<file path="src/rtl/reg_cmd_sequencer_if.sv">
// Bundle of the host command/response channels and the register map
// request port used by reg_cmd_sequencer.
//
// Handshake semantics (cmd and rsp channels): a transfer happens on a rising
// edge where valid and ready are both high. The producer holds valid and its
// payload stable until that edge. Ready may rise and fall independently of
// valid. On the register map side, a request (reg_rd_req/reg_wr_req) stays
// high until the map answers with ack_i or err_i, or until the sequencer
// gives up on the attempt.
interface reg_cmd_sequencer_if #(
    parameter int ADDR_WIDTH = 5,
    parameter int DATA_WIDTH = 8
);
    logic                  cmd_valid_i;
    logic                  cmd_ready_o;
    logic                  cmd_write_i;
    logic [ADDR_WIDTH-1:0] cmd_addr_i;
    logic [DATA_WIDTH-1:0] cmd_wdata_i;

    logic                  rsp_valid_o;
    logic                  rsp_ready_i;
    logic [DATA_WIDTH-1:0] rsp_rdata_o;
    logic [1:0]            rsp_status_o;

    logic [ADDR_WIDTH-1:0] reg_addr;
    logic                  reg_rd_req;
    logic                  reg_wr_req;
    logic [DATA_WIDTH-1:0] reg_wr_data;
    logic [DATA_WIDTH-1:0] reg_rd_data;
    logic                  ack_i;
    logic                  err_i;

    // Sequencer view.
    modport slave (
        input  cmd_valid_i, cmd_write_i, cmd_addr_i, cmd_wdata_i,
        output cmd_ready_o,
        output rsp_valid_o, rsp_rdata_o, rsp_status_o,
        input  rsp_ready_i,
        output reg_addr, reg_rd_req, reg_wr_req, reg_wr_data,
        input  reg_rd_data, ack_i, err_i
    );

    // Host plus register map view.
    modport master (
        output cmd_valid_i, cmd_write_i, cmd_addr_i, cmd_wdata_i,
        input  cmd_ready_o,
        input  rsp_valid_o, rsp_rdata_o, rsp_status_o,
        output rsp_ready_i,
        input  reg_addr, reg_rd_req, reg_wr_req, reg_wr_data,
        output reg_rd_data, ack_i, err_i
    );
endinterface

</file>
<file path="src/rtl/reg_cmd_sequencer.sv">
// Register command sequencer: takes one host command at a time, presents it
// to the register map, retries errored attempts, times out silent attempts
// and returns exactly one response per accepted command.
module reg_cmd_sequencer #(
    parameter int ADDR_WIDTH  = 5,
    parameter int DATA_WIDTH  = 8,
    parameter int MAX_RETRY   = 3,
    parameter int WAIT_CYCLES = 8
) (
    input  logic                 clk_i,
    input  logic                 rst_i,
    reg_cmd_sequencer_if.slave   bus,
    output logic                 busy_o,
    output logic [7:0]           err_cnt_o,
    output logic [1:0]           dbg_state_o
);
    // WAIT_CYCLES >= 2 keeps WAIT_W >= 1; MAX_RETRY = 0 still needs one bit.
    localparam int WAIT_W  = $clog2(WAIT_CYCLES);
    localparam int RETRY_W = (MAX_RETRY > 0) ? $clog2(MAX_RETRY + 1) : 1;

    localparam logic [1:0] ST_OK      = 2'b00;
    localparam logic [1:0] ST_ERR     = 2'b01;
    localparam logic [1:0] ST_TIMEOUT = 2'b10;

    typedef enum logic [1:0] {
        S_IDLE  = 2'd0,
        S_ISSUE = 2'd1,
        S_GAP   = 2'd2,
        S_RESP  = 2'd3
    } state_t;

    state_t                state_q,   state_d;
    logic                  write_q,   write_d;
    logic [ADDR_WIDTH-1:0] addr_q,    addr_d;
    logic [DATA_WIDTH-1:0] wdata_q,   wdata_d;
    logic [DATA_WIDTH-1:0] rdata_q,   rdata_d;
    logic [1:0]            status_q,  status_d;
    logic [RETRY_W-1:0]    retry_q,   retry_d;
    logic [WAIT_W-1:0]     wait_q,    wait_d;
    logic [7:0]            err_cnt_q, err_cnt_d;

    // State and holding registers, cleared by synchronous reset.
    always_ff @(posedge clk_i) begin
        if (rst_i) begin
            state_q   <= S_IDLE;
            write_q   <= 1'b0;
            addr_q    <= '0;
            wdata_q   <= '0;
            rdata_q   <= '0;
            status_q  <= ST_OK;
            retry_q   <= '0;
            wait_q    <= '0;
            err_cnt_q <= '0;
        end else begin
            state_q   <= state_d;
            write_q   <= write_d;
            addr_q    <= addr_d;
            wdata_q   <= wdata_d;
            rdata_q   <= rdata_d;
            status_q  <= status_d;
            retry_q   <= retry_d;
            wait_q    <= wait_d;
            err_cnt_q <= err_cnt_d;
        end
    end

    // Next-state logic: capture, attempt outcome priority, gap, response drain.
    always_comb begin
        state_d   = state_q;
        write_d   = write_q;
        addr_d    = addr_q;
        wdata_d   = wdata_q;
        rdata_d   = rdata_q;
        status_d  = status_q;
        retry_d   = retry_q;
        wait_d    = wait_q;
        err_cnt_d = err_cnt_q;

        case (state_q)
            S_IDLE: begin
                if (bus.cmd_valid_i) begin
                    write_d  = bus.cmd_write_i;
                    addr_d   = bus.cmd_addr_i;
                    wdata_d  = bus.cmd_wdata_i;
                    rdata_d  = '0;
                    status_d = ST_OK;
                    retry_d  = '0;
                    wait_d   = '0;
                    state_d  = S_ISSUE;
                end
            end
            S_ISSUE: begin
                // ack beats err when both arrive together.
                if (bus.ack_i) begin
                    rdata_d  = write_q ? '0 : bus.reg_rd_data;
                    status_d = ST_OK;
                    state_d  = S_RESP;
                end else if (bus.err_i) begin
                    if (retry_q == RETRY_W'(MAX_RETRY)) begin
                        status_d = ST_ERR;
                        state_d  = S_RESP;
                    end else begin
                        retry_d = retry_q + RETRY_W'(1);
                        state_d = S_GAP;
                    end
                end else if (wait_q == WAIT_W'(WAIT_CYCLES - 1)) begin
                    // A silent map is not retried.
                    status_d = ST_TIMEOUT;
                    state_d  = S_RESP;
                end else begin
                    wait_d = wait_q + WAIT_W'(1);
                end
            end
            S_GAP: begin
                // One idle cycle lets the map drop its in-flight tracking.
                wait_d  = '0;
                state_d = S_ISSUE;
            end
            S_RESP: begin
                if (bus.rsp_ready_i) begin
                    if ((status_q != ST_OK) && (err_cnt_q != 8'hFF)) begin
                        err_cnt_d = err_cnt_q + 8'd1;
                    end
                    state_d = S_IDLE;
                end
            end
            default: state_d = S_IDLE;
        endcase
    end

    // All outputs come from registers only.
    assign bus.cmd_ready_o  = (state_q == S_IDLE);
    assign bus.rsp_valid_o  = (state_q == S_RESP);
    assign bus.rsp_rdata_o  = rdata_q;
    assign bus.rsp_status_o = status_q;
    assign bus.reg_addr     = addr_q;
    assign bus.reg_wr_data  = wdata_q;
    assign bus.reg_rd_req   = (state_q == S_ISSUE) && !write_q;
    assign bus.reg_wr_req   = (state_q == S_ISSUE) && write_q;
    assign busy_o           = (state_q != S_IDLE);
    assign err_cnt_o        = err_cnt_q;
    assign dbg_state_o      = state_q;
endmodule

</file>
<file path="src/flat_wrapper.sv">
// flat-port wrapper written by rule: the top's interface ports become plain ports
module reg_cmd_sequencer_flat 
#(
    parameter int ADDR_WIDTH  = 5,
    parameter int DATA_WIDTH  = 8,
    parameter int MAX_RETRY   = 3,
    parameter int WAIT_CYCLES = 8
)
  (clk_i, rst_i, busy_o, err_cnt_o, dbg_state_o, bus_cmd_valid_i, bus_cmd_write_i, bus_cmd_addr_i, bus_cmd_wdata_i, bus_cmd_ready_o, bus_rsp_valid_o, bus_rsp_rdata_o, bus_rsp_status_o, bus_rsp_ready_i, bus_reg_addr, bus_reg_rd_req, bus_reg_wr_req, bus_reg_wr_data, bus_reg_rd_data, bus_ack_i, bus_err_i);
  reg_cmd_sequencer_if #(.ADDR_WIDTH(ADDR_WIDTH), .DATA_WIDTH(DATA_WIDTH)) bus_i ();
  input  logic clk_i;
  input  logic rst_i;
  output logic busy_o;
  output logic [7:0] err_cnt_o;
  output logic [1:0] dbg_state_o;
  input wire logic [$bits(bus_i.cmd_valid_i)-1:0] bus_cmd_valid_i;
  input wire logic [$bits(bus_i.cmd_write_i)-1:0] bus_cmd_write_i;
  input wire logic [$bits(bus_i.cmd_addr_i)-1:0] bus_cmd_addr_i;
  input wire logic [$bits(bus_i.cmd_wdata_i)-1:0] bus_cmd_wdata_i;
  output wire logic [$bits(bus_i.cmd_ready_o)-1:0] bus_cmd_ready_o;
  output wire logic [$bits(bus_i.rsp_valid_o)-1:0] bus_rsp_valid_o;
  output wire logic [$bits(bus_i.rsp_rdata_o)-1:0] bus_rsp_rdata_o;
  output wire logic [$bits(bus_i.rsp_status_o)-1:0] bus_rsp_status_o;
  input wire logic [$bits(bus_i.rsp_ready_i)-1:0] bus_rsp_ready_i;
  output wire logic [$bits(bus_i.reg_addr)-1:0] bus_reg_addr;
  output wire logic [$bits(bus_i.reg_rd_req)-1:0] bus_reg_rd_req;
  output wire logic [$bits(bus_i.reg_wr_req)-1:0] bus_reg_wr_req;
  output wire logic [$bits(bus_i.reg_wr_data)-1:0] bus_reg_wr_data;
  input wire logic [$bits(bus_i.reg_rd_data)-1:0] bus_reg_rd_data;
  input wire logic [$bits(bus_i.ack_i)-1:0] bus_ack_i;
  input wire logic [$bits(bus_i.err_i)-1:0] bus_err_i;
  assign bus_i.cmd_valid_i = bus_cmd_valid_i;
  assign bus_i.cmd_write_i = bus_cmd_write_i;
  assign bus_i.cmd_addr_i = bus_cmd_addr_i;
  assign bus_i.cmd_wdata_i = bus_cmd_wdata_i;
  assign bus_cmd_ready_o = bus_i.cmd_ready_o;
  assign bus_rsp_valid_o = bus_i.rsp_valid_o;
  assign bus_rsp_rdata_o = bus_i.rsp_rdata_o;
  assign bus_rsp_status_o = bus_i.rsp_status_o;
  assign bus_i.rsp_ready_i = bus_rsp_ready_i;
  assign bus_reg_addr = bus_i.reg_addr;
  assign bus_reg_rd_req = bus_i.reg_rd_req;
  assign bus_reg_wr_req = bus_i.reg_wr_req;
  assign bus_reg_wr_data = bus_i.reg_wr_data;
  assign bus_i.reg_rd_data = bus_reg_rd_data;
  assign bus_i.ack_i = bus_ack_i;
  assign bus_i.err_i = bus_err_i;
  reg_cmd_sequencer #(.ADDR_WIDTH(ADDR_WIDTH), .DATA_WIDTH(DATA_WIDTH), .MAX_RETRY(MAX_RETRY), .WAIT_CYCLES(WAIT_CYCLES)) u_core (.clk_i(clk_i), .rst_i(rst_i), .bus(bus_i), .busy_o(busy_o), .err_cnt_o(err_cnt_o), .dbg_state_o(dbg_state_o));
endmodule
</file>
<file path="config.mk">
export PLATFORM = sky130hd
export DESIGN_NAME = reg_cmd_sequencer_flat
export DESIGN_NICKNAME = d
export VERILOG_FILES = /design/src/rtl/reg_cmd_sequencer_if.sv /design/src/rtl/reg_cmd_sequencer.sv /design/src/flat_wrapper.sv
export SDC_FILE = /design/constraint.sdc
export NUM_CORES = 1
export LEC_CHECK = 0
export ABC_AREA = 1
export CAP_MARGIN = 30
export CORE_UTILIZATION = 45
export CTS_BUF_LIST = sky130_fd_sc_hd__clkbuf_2 sky130_fd_sc_hd__clkbuf_4 sky130_fd_sc_hd__clkbuf_8
export CTS_CLUSTER_DIAMETER = 40
export DETAILED_ROUTE_END_ITERATION = 10
export HOLD_SLACK_MARGIN = 0.05
export PLACE_DENSITY = 0.81
export SYNTH_ARGS = -nofsm -noshare
export SYNTH_HDL_FRONTEND = slang
export SYNTH_SLANG_ARGS = --single-unit
</file>
<file path="constraint.sdc">
create_clock -name clk_i -period 1.8 [get_ports clk_i]
set_clock_uncertainty 0.1 [all_clocks]
set_input_delay 0.27 -clock clk_i [delete_from_list [all_inputs] [get_ports clk_i]]
set_output_delay 0.27 -clock clk_i [all_outputs]
set_load 0.005 [all_outputs]
</file>
==> flow_summary.ini <==
[floorplanning]
die_x_um = 64.86
core_area_um2 = 3716
io-pin-count = 66
initial_core_util_pct = 47.85
die-area_um2 = 4206
num_rows = 22
die_h_um = 64.86

[critical_path]
cp_data_arrival_time_ps = 1400
startpoint_type = flop
crit_required_ps = 1430
critPathMaxStageDelay_ps = 500
slowest_stage = clkdlybuf4s50_1
timing.rr.end = u_core.wait_q[2]
critPathKind = reg -> out
critPathMaxFanout = 5
worstReg2RegStart = u_core.wait_q[0]
cp_num_buf_inv = 2
path_delay_family = buffers and inverters
ff2ff_path_depth = 8
ff2ff_setup_slack_ps = 270
crit_chain = buf_4, clkdlybuf4s50_1
end_kind = output pin

[logic_synthesis]
yosys_warnings = 0
syn-num-nets = 284
ys_seq_area_share_pct = 43.91
synth_cell_types = 28
yosys-top-cells-area = dfxtp_1 44%, nor2_1 13%, nand2_1 10%, nand3_1 5.6%, a21oi_1 4.5%
yosys_register_bits = 39
synth_top_area_share_pct = 43.91
postSynthAreaPerCell_um2 = 7.055
syn_inst = 252
yosysTopAreaCell = dfxtp_1
synth_area_um2 = 1778

[sta]
rsz0062_at_grt = false
setup_viol = 0
fmax_ghz = 0.5653
fin_setup_tns_ps = 0
whs_ps = 366.6
fin_ws_ps = 30.98
hold_viol = 0
relSlewSlack_pct = 80.46
finalCritPeriodShare_pct = 98.28
slew_viol_final = 0
fin_crit_ps = 1769
worstMarginPinSlew_ps = 292.0

[clock_network]
cts.sinks = 39
cts_tree = done
clock_latency_ps = 290
post_cts_buffers = 0
clockBufferDepth = 2
path_clk_slew_ps = 70
htreeDepth = 2
clockRootBuffer = clkbuf_8
numCtsBuffers = 5

[drt]
via_count = 1804
drc = 0
drt.antenna.violating_nets = 0
viasPerCell = 4.836
wl_per_cell_um = 11.50
drtIter0Drc = 81
first_pass_iters = 4
routed_wl_um = 4290

[cells_and_area]
postLayoutCellArea_um2 = 2604
syn_to_final_growth_pct = 46.45
fill_cells = 331
diodes = 0
seq_area_um2 = 785.8
drive_above_1_share_pct = 9.231
fin_util_pct = 70.07
multiInputGateArea_um2 = 882.1
fin_nets = 357

[placed_design]
hpwl_um = 3151
dpl_cell_area_um2 = 2514
port_buffers = 65
place_ws_ps = 100.9
place_congestion = 0.8467

[global_routing]
grt_max_degree = 20
met3_usage_pct = 6.514
grt_pass1_wl_um = 7514
grt_usage_pct = 23.20
antenna_found_initial = 0
grt.met2_usage_pct = 38.02
grt-ovfl-total = 0
grt_pass1_vias = 1673
busiest_layer = met2
grt.met1_usage_pct = 27.87

[hold_path]
hold_end = u_core.bus.rsp_rdata_o[6]
worstHoldStart = u_core.bus.rsp_rdata_o[6]
hold_path_class = reg -> reg
holdPathStages = 2

[run]
maxCapViolCount = 0

[power]
power_density_nw_per_um2 = 783.2
p_leak_nw = 1.103
ir_drop_mv = 0.5492

[run_status]
outcome = completed
-- per-stage QoR --
| step | cells | power (mW) |
|---|---|---|
| after CTS | 373 | 2.065 |
| after global placement | 366 | 1.479 |
| after global routing | 373 | 2.164 |
| after floorplan | 252 | 1.239 |
| after detailed placement | 366 | 1.489 |
| final | 373 | 2.039 |
-- cells in the final DEF, fill, tap and decap left out --
master	netlist	final
clkdlybuf4s50_1	0	63
nor2_1	60	60
nand2_1	48	48
dfxtp_1	39	37
inv_1	20	20
nand3_1	20	20
o21ai_0	16	16
a21oi_1	16	16
buf_4	1	7
clkbuf_8	0	5
ha_1	4	4
inv_2	3	3
nor2_4	1	2
nand2_4	2	2
or2_0	2	2
o21bai_1	2	2
nand4_1	2	2
dlygate4sd2_1	0	2
nand2_2	1	1
a21boi_4	1	1
nor2_2	2	1
nor3_1	1	1
o21ai_4	1	1
inv_4	1	1
nand3_2	1	1
or2_2	1	1
a22oi_1	1	1
o21ai_1	1	1
clkinv_4	0	1
clkinv_2	0	1
dfxtp_2	0	1
dfxtp_4	0	1
-- final cells by class --
type                       instances  share of cell area (%)
timing repair buffer              72                   26.91
inverter                          24                   3.556
tap                               48                   2.307
clock inverter                     2                  0.5286
sequential                        39                   30.18
multi-input combinational        183                   33.88
clock buffer                       5                   2.643
-- report_power, final --
group          internal, mW  total (mW)  switching [mW]
Sequential            0.931       0.979          0.0478
Combinational         0.258       0.492           0.234
Clock                 0.265       0.569           0.304
-- synth_stat cells --
cell type / instances
a22oi_1: 1
nand4_1: 2
nor2_4: 1
nand3_2: 1
ha_1: 4
clkbuf_1: 3
nor3_1: 1
nand2_4: 2
inv_4: 1
o21ai_1: 1
nand2_1: 48
nand2_2: 1
clkbuf_2: 1
o21ai_4: 1
buf_4: 1
inv_2: 3
nor2_2: 2
or2_0: 2
or2_2: 1
o21ai_0: 16
nand3_1: 20
a21boi_4: 1
inv_1: 20
dfxtp_1: 39
buf_1: 1
a21oi_1: 16
o21bai_1: 2
nor2_1: 60
-- tightest hold or removal path, delay by kind of cell (launching register included) --
family / cells / cell delay [ps]
and+or+nand+nor: 1 / 60
AOI/OAI and AO/OA: 1 / 50
DFF: 1 / 310
-- logic make-up after synthesis --
family	synth area share [%]
buffers and inverters	6.756
DFF	43.91
adders and majority gates	2.815
AOI/OAI and AO/OA	12.53
and+or+nand+nor	33.99
-- sequential cells by signal, indices dropped and copies added, names as in the netlist --
name / count
u_core.bus.reg_wr_data: 8
u_core.bus.rsp_rdata_o: 8
u_core.err_cnt_o: 8
u_core.bus.reg_addr: 5
u_core.wait_q: 3
u_core.bus.rsp_status_o: 2
u_core.dbg_state_o: 2
u_core.retry_q: 2
u_core.write_q: 1
-- worst max path at each step --
stage	from	to	slack, ps	cells after the start
global placement	bus_err_i	u_core.wait_q[0]	170	7
global route	u_core.dbg_state_o[0]	bus_rsp_valid_o	2	3
floorplan	u_core.err_cnt_o[0]	u_core.err_cnt_o[5]	390	7
CTS	u_core.dbg_state_o[0]	bus_rsp_valid_o	20	3
detailed placement	bus_ack_i	u_core.retry_q[0]	100	9
finish	u_core.dbg_state_o[0]	dbg_state_o[0]	30	2
-- layer usage --
layer / part of all wire [%] / routed length (um)
met1: 46 / 1954
met2: 47 / 2012
met3: 5.8 / 248
met4: 1.7 / 74
met5: 0 / 0
-- timing repair --
action                                  in CTS  in global routing
gates resized for setup                      6                  0
hold buffers                                 0                  0
endpoints found under the setup margin       6                  0
Power figures use the tool's default switching activity.
